--- config.mk ---
export PLATFORM = sky130hd
export DESIGN_NAME = fifo_sync_param
export DESIGN_NICKNAME = d
export VERILOG_FILES = /design/src/rtl/fifo_sync_param.sv
export SDC_FILE = /design/constraint.sdc
export NUM_CORES = 1
export LEC_CHECK = 0
export ABC_CLOCK_PERIOD_IN_PS = 2600
export CORE_MARGIN = 3
export CORE_UTILIZATION = 55
export CTS_BUF_LIST = sky130_fd_sc_hd__clkbuf_2 sky130_fd_sc_hd__clkbuf_4 sky130_fd_sc_hd__clkbuf_8
export DETAILED_ROUTE_END_ITERATION = 8
export GPL_TIMING_DRIVEN = 0
export PLACE_DENSITY_LB_ADDON = 0.25
export RECOVER_POWER = 100
export SETUP_SLACK_MARGIN = 0.02
export SLEW_MARGIN = 20
export SYNTH_ARGS = -nofsm -noshare
export SYNTH_HDL_FRONTEND = slang
export SYNTH_SLANG_ARGS = --single-unit
--- constraint.sdc ---
create_clock -name CLK -period 2.6 [get_ports CLK]
set_clock_uncertainty 0.05 [all_clocks]
set_input_delay 0.78 -clock CLK [delete_from_list [all_inputs] [get_ports CLK]]
set_output_delay 0.78 -clock CLK [all_outputs]
set_load 0.1 [all_outputs]
--- src/rtl/fifo_sync_param.sv ---
// Parametrised single-clock FIFO with count, full/empty, almost flags and overflow/underflow pulses.
// Define FIFO_FWFT_EN for first-word-fall-through read data; the default is a registered read port.
module fifo_sync_param #(
    parameter int unsigned WIDTH      = 8,
    parameter int unsigned DEPTH_LOG2 = 4,
    parameter int unsigned AFULL_THR  = 14,
    parameter int unsigned AEMPTY_THR = 2
) (
    input  logic                  CLK,
    input  logic                  RST,
    input  logic [WIDTH-1:0]      DIN,
    input  logic                  WE,
    input  logic                  RE,
    output logic [WIDTH-1:0]      DOUT,
    output logic [DEPTH_LOG2:0]   COUNT,
    output logic                  FULL,
    output logic                  EMPTY,
    output logic                  AFULL,
    output logic                  AEMPTY,
    output logic                  OVF,
    output logic                  UDF
);

    localparam int unsigned DEPTH = 1 << DEPTH_LOG2;
    localparam int unsigned PW    = DEPTH_LOG2 + 1;
    localparam int unsigned AW    = DEPTH_LOG2;

    logic [WIDTH-1:0] mem_q [DEPTH];

    logic [PW-1:0] wptr_q, wptr_d;
    logic [PW-1:0] rptr_q, rptr_d;
    logic [PW-1:0] count_q, count_d;
    logic          full_q, full_d;
    logic          empty_q, empty_d;
    logic          afull_q, afull_d;
    logic          aempty_q, aempty_d;
    logic          ovf_q, ovf_d;
    logic          udf_q, udf_d;

    logic          wr_ok;
    logic          rd_ok;
    logic [AW-1:0] waddr;
    logic [AW-1:0] raddr;

    assign wr_ok = WE & ~full_q;
    assign rd_ok = RE & ~empty_q;
    assign waddr = wptr_q[AW-1:0];
    assign raddr = rptr_q[AW-1:0];

    // Pointer, occupancy and flag next-state; flags decode the next count so they track COUNT exactly
    always_comb begin
        wptr_d  = wptr_q;
        rptr_d  = rptr_q;
        count_d = count_q;
        if (wr_ok) begin
            wptr_d = wptr_q + PW'(1);
        end
        if (rd_ok) begin
            rptr_d = rptr_q + PW'(1);
        end
        case ({wr_ok, rd_ok})
            2'b10:   count_d = count_q + PW'(1);
            2'b01:   count_d = count_q - PW'(1);
            default: count_d = count_q;
        endcase
        full_d   = (count_d == PW'(DEPTH));
        empty_d  = (count_d == PW'(0));
        afull_d  = (count_d >= PW'(AFULL_THR));
        aempty_d = (count_d <= PW'(AEMPTY_THR));
        ovf_d    = WE & full_q;
        udf_d    = RE & empty_q;
    end

    always_ff @(posedge CLK or posedge RST) begin
        if (RST) begin
            wptr_q   <= '0;
            rptr_q   <= '0;
            count_q  <= '0;
            full_q   <= 1'b0;
            empty_q  <= 1'b1;
            afull_q  <= 1'b0;
            aempty_q <= 1'b1;
            ovf_q    <= 1'b0;
            udf_q    <= 1'b0;
        end else begin
            wptr_q   <= wptr_d;
            rptr_q   <= rptr_d;
            count_q  <= count_d;
            full_q   <= full_d;
            empty_q  <= empty_d;
            afull_q  <= afull_d;
            aempty_q <= aempty_d;
            ovf_q    <= ovf_d;
            udf_q    <= udf_d;
        end
    end

    // Storage array is deliberately left unreset
    always_ff @(posedge CLK) begin
        if (wr_ok) begin
            mem_q[waddr] <= DIN;
        end
    end

`ifdef FIFO_FWFT_EN
    // Head word is shown as soon as it exists; RE only pops it
    assign DOUT = empty_q ? '0 : mem_q[raddr];
`else
    logic [WIDTH-1:0] dout_q, dout_d;

    always_comb begin
        dout_d = dout_q;
        if (rd_ok) begin
            dout_d = mem_q[raddr];
        end
    end

    always_ff @(posedge CLK or posedge RST) begin
        if (RST) begin
            dout_q <= '0;
        end else begin
            dout_q <= dout_d;
        end
    end

    assign DOUT = dout_q;
`endif

    assign COUNT  = count_q;
    assign FULL   = full_q;
    assign EMPTY  = empty_q;
    assign AFULL  = afull_q;
    assign AEMPTY = aempty_q;
    assign OVF    = ovf_q;
    assign UDF    = udf_q;

endmodule
; ---- After elaboration in Yosys (flattened, before gate mapping)
; Memory sizes are Yosys's and may differ from the RTL's. A register that Yosys moved wholly into a read port is not among the register bits.
; Index checks and enable logic that the tools add are counted.
[totals]
n_memories = 1
input_bits = 12
register_bits = 21
word_cells = 29
ramBits = 128
output_inout_bits = 19
[op_classes]
reduce_logical = 1
bitwise = 6
eq_ne = 3
magnitude_cmp = 2
n_addsub = 4
n_mux = 3
[mem_list]
columns = memory, depth, word_bits, rd, rd_clocked_by_memory_dff, wr, line_no
row1 = mem_q, 16, 8, 1, 1, 1, 28  ; logic [WIDTH-1:0] mem_q [DEPTH];
[op_table]
columns = op, count
row1 = $add 5x1->5 const B, 3
row2 = $pmux 5 s2, 1
row3 = $eq 5x5->1 const B, 1
row4 = $ge 5x4->1 const B, 1
row5 = $le 5x2->1 const B, 1
row6 = $logic_not 5->1, 1
row7 = $sub 5x1->5 const B, 1
row8 = $and 1x1->1, 4
row9 = $eq 2x1->1 const B, 1
row10 = $eq 2x2->1 const B, 1
row11 = $mux 1, 2
row12 = $not 1->1, 2

; ---- Logic depth before layout (Yosys ltp)
[depth]
ltp_word = 5
mapped_depth = 11
ltp_nobuf = 11

; ---- Least setup slack after synthesis
; Ideal clock, no wire load.
[synth_path]
path_kind = reg2reg
startpoint = register full_q, in the netlist FULL
endpoint = register aempty_q, in the netlist AEMPTY
arrival_time_ns = 2.610
setup_ns = 0.122
t_required_ns = 2.428
period_less_slack_ns = 2.782
stages_incl_launch_ff = 11
path_buffers = 0
slack_ns = -0.182
path_cell_list = dfrtp_1 nor2b_1 inv_1 nand2_1 xnor2_1 ha_1 a21oi_1 a21boi_0 nor3_1 xor2_1 a2111oi_0
[synth_between]
elab_chain_cells = 5
elab_cells_between_ends = 6
classes_between = 1 x order compare / 2 x eq/ne / 1 x mux / 2 x bitwise
[synth_lines]
columns = item, line_no
row1 = "start, declared", 33  ; logic full_q, full_d;
row2 = "start signal, assigned", 89  ; full_q <= full_d;
row3 = $not 1->1 (*), 45  ; assign wr_ok = WE & ~full_q;
row4 = $and 1x1->1 (*), 45
row5 = $eq 2x1->1 or $eq 2x2->1 (tied branches), 61  ; case ({wr_ok, rd_ok})
row6 = $pmux 5 s2 (*), 61
row7 = net count_d[2], 32  ; logic [PW-1:0] count_q, count_d;
row8 = $le 5x2->1 (*), 69  ; aempty_d = (count_d <= PW'(AEMPTY_THR));
row9 = net aempty_d, 36  ; logic aempty_q, aempty_d;
row10 = "end signal, assigned", 92  ; aempty_q <= aempty_d;
row11 = "end, declared", 36
; The timed path passes the listed nets; every way through them passes the cells marked *.
; A chain may end at the register's enable or synchronous reset.

; ---- Final worst setup path
[layout_path]
startpoint = register empty_q, in the netlist EMPTY
endpoint = register aempty_q, in the netlist AEMPTY
[layout_between]
elab_chain_cells = 5
elab_cells_between_ends = 6
classes_between = 1 x order compare / 2 x eq/ne / 1 x mux / 2 x bitwise
[layout_lines]
columns = item, line_no
row1 = "start, declared", 34  ; logic empty_q, empty_d;
row2 = "start signal, assigned", 90  ; empty_q <= empty_d;
row3 = $not 1->1 (*), 46  ; assign rd_ok = RE & ~empty_q;
row4 = $and 1x1->1 (*), 46
row5 = $eq 2x1->1 or $eq 2x2->1 (tied branches), 61
row6 = $pmux 5 s2 (*), 61
row7 = net count_d[2], 32
row8 = $le 5x2->1 (*), 69
row9 = net aempty_d, 36
; Marks and branches as above.

==> impl_metrics.ini <==
[timing]
whs_ns = 0.421
max_freq_ghz = 0.397
min_period_over_period = 0.970
slew_violations = 0
setup_tns_ns = 0
layout_min_cycle_time_ns = 2.52
hold_violations = 0
slew_headroom = 0.216
final-setup-viol-count = 0
tightest_slew_ns = 1.18

[clock_tree]
cts_htree_levels = 4
clk_pin_slew_worst_paths_ns = 0.08
cts_tree = yes
numCtsBuffers = 17
clockRootBuffer = clkbuf_8
cts_buffer_depth = 2
clkLatencyLatePin_ns = 0.43
clkSinkCount = 155
ctsHoldBuffers = 0

[die]
die_x_um = 113
start_util = 0.571
num_rows = 38
core_um2 = 11000
dieArea_um2 = 12700
io_pins = 31
die_h_um = 113

[setup_path]
critPathMaxFanout = 10
crit_required_ns = 2.88
cp-end-kind = register
critPathLaunchType = register
critPathKind = reg2reg
arrival_ns = 2.80

[pwr]
p_per_area_nw_per_um2 = 1190
leakage_uw = 0.00260
ir_drop_v = 0.00112

[cells_and_area]
mostFrequentLayoutCell = edfxtp_1
nets = 405
layout_common_cells = 128 x edfxtp_1, 37 x nand2_1, 24 x dfrtp_1
final_layout_size_suffix_gt1_frac = 0.254
num_antenna_cells = 0
syn_to_final_growth_pct = 16.5

[global_route]
grtUsageMet2 = 0.321
grt_busiest_layer = met2
antenna_found_initial = 0
grt_max_degree = 28
grt_pass1_vias = 3137
met1_usage = 0.273
grt_overflow = 0
grt_util_met3 = 0.0465
track_usage = 0.203
grt_pass1_wl_um = 18500

[synth]
synth_warnings = 0
syn-cell-area_um2 = 6270
postSynthCellCount = 324
ys_seq_area_frac = 0.721
synth_edf_count = 128
ys.flop_type = edfxtp_1
synthArstFlopShare = 0.174
synth.avg_cell_area_um2 = 19.4
syn-num-nets = 343
ys_types = 35
synth-seq-cells = 155

[routing]
drcViolationCount = 0
wl_per_cell_um = 22.8
initialDrtViolationCount = 302
firstDrtPassIters = 4
via_per_inst = 5.86
num_vias = 3155
wirelength_um = 12300
ant_nets = 0

[place]
portBuffers = 30
globalplace.congestion = 0.797
place_hpwl_um = 7870

[outcome]
status = completed

[min_path]
min_path_type = reg2reg

[flow_run]
maxCapViolCount = 0
-- cell usage after synthesis (4+ instances only) --
master,number,area [µm²]
mux4_1,19,499
inv_1,5,18.8
buf_6,4,45.0
mux4_2,21,473
xnor2_1,9,78.8
dfrtp_1,25,626
a21oi_1,4,20.0
edfxtp_1,128,3840
ha_1,7,87.6
nand2b_1,4,25.0
nand2_1,38,143
nor2_1,15,56.3
nor3_1,8,40.0
-- area by class of cell --
cell class                 instances  area (µm²)
sequential                       155        4530
fill                             725        3680
multi-input combinational        148        1730
timing repair buffer              43         358
clock buffer                      18         241
tap                              140         175
clock inverter                    13         129
buffer                            16         129
inverter                           5        18.8
-- worst max-delay path, stage by stage, from the launching register on --
cell and delay (ns):
dfstp_4 0.62, nand2b_1 0.13, inv_1 0.13, buf_6 0.17, ha_2 0.21, a21oi_4 0.17, a21boi_4 0.23, nor3_2 0.06
xor2_1 0.17, buf_4 0.17, a2111oi_4 0.32
-- where the power goes --
group | switching, µW | internal (µW) | total, µW
clock network | 836 | 845 | 1680
logic | 2330 | 1370 | 3700
registers | 190 | 3110 | 3300
total | 3360 | 5320 | 8680
-- metal layers --
layer | up-vias | wire length, µm
li1 | 1401 | -
met1 | 1626 | 5000
met2 | 110 | 6300
met3 | 18 | 712
met4 | 0 | 240
met5 | - | 0
-- state kept, by name, indices dropped and copies added (netlist names) --
| register | count |
|---|---|
| wptr_q | 4 |
| UDF | 1 |
| AFULL | 1 |
| FULL | 1 |
| EMPTY | 1 |
| OVF | 1 |
| rptr_q | 4 |
| DOUT | 8 |
| mem_q | 128 |
| COUNT | 5 |
| AEMPTY | 1 |
-- kinds of logic after synthesis --
| kind of cell | Yosys count | share of synthesized area |
|---|---|---|
| compound gates | 14 | 0.0152 |
| xor+xnor | 11 | 0.0154 |
| fa+ha+maj | 7 | 0.0140 |
| buf+inv | 21 | 0.0251 |
| flops | 155 | 0.721 |
| mux | 41 | 0.157 |
| simple gates | 75 | 0.0523 |
-- per-stage QoR --
stage | worst slack, ns | utilization | instance area (µm²) | instances | total power [µW]
6_report | 0.0792 | 0.665 | 7300 | 538 | 8680
5_1_grt | -0.0134 | 0.665 | 7300 | 538 | 9060
4_1_cts | -0.0702 | 0.654 | 7190 | 527 | 8510
3_5_place_dp | -0.769 | 0.617 | 6770 | 494 | 6850
3_3_place_gp | -0.756 | 0.615 | 6750 | 494 | 6740
2_1_floorplan | 0.0219 | - | 6280 | 324 | 5960
-- what timing repair did --
action	CTS	global route
pin swaps	2	5
buffers inserted	2	11
setup endpoints to repair	40	75
resized for setup	39	21
hold endpoints to repair	0	0
-- worst paths after layout --
check	startpoint	end	slack (ns)	depth (start not counted)
min in group asynchronous	RST	DOUT[1]	1.01	2
setup / recovery	EMPTY	AEMPTY	0.08	10
max in group asynchronous	RST	FULL	0.78	2
hold reg to reg	DOUT[6]	DOUT[6]	0.42	2
hold / removal	DOUT[6]	DOUT[6]	0.42	2
setup reg to reg	EMPTY	AEMPTY	0.08	10
Power figures use the tool's default switching activity.
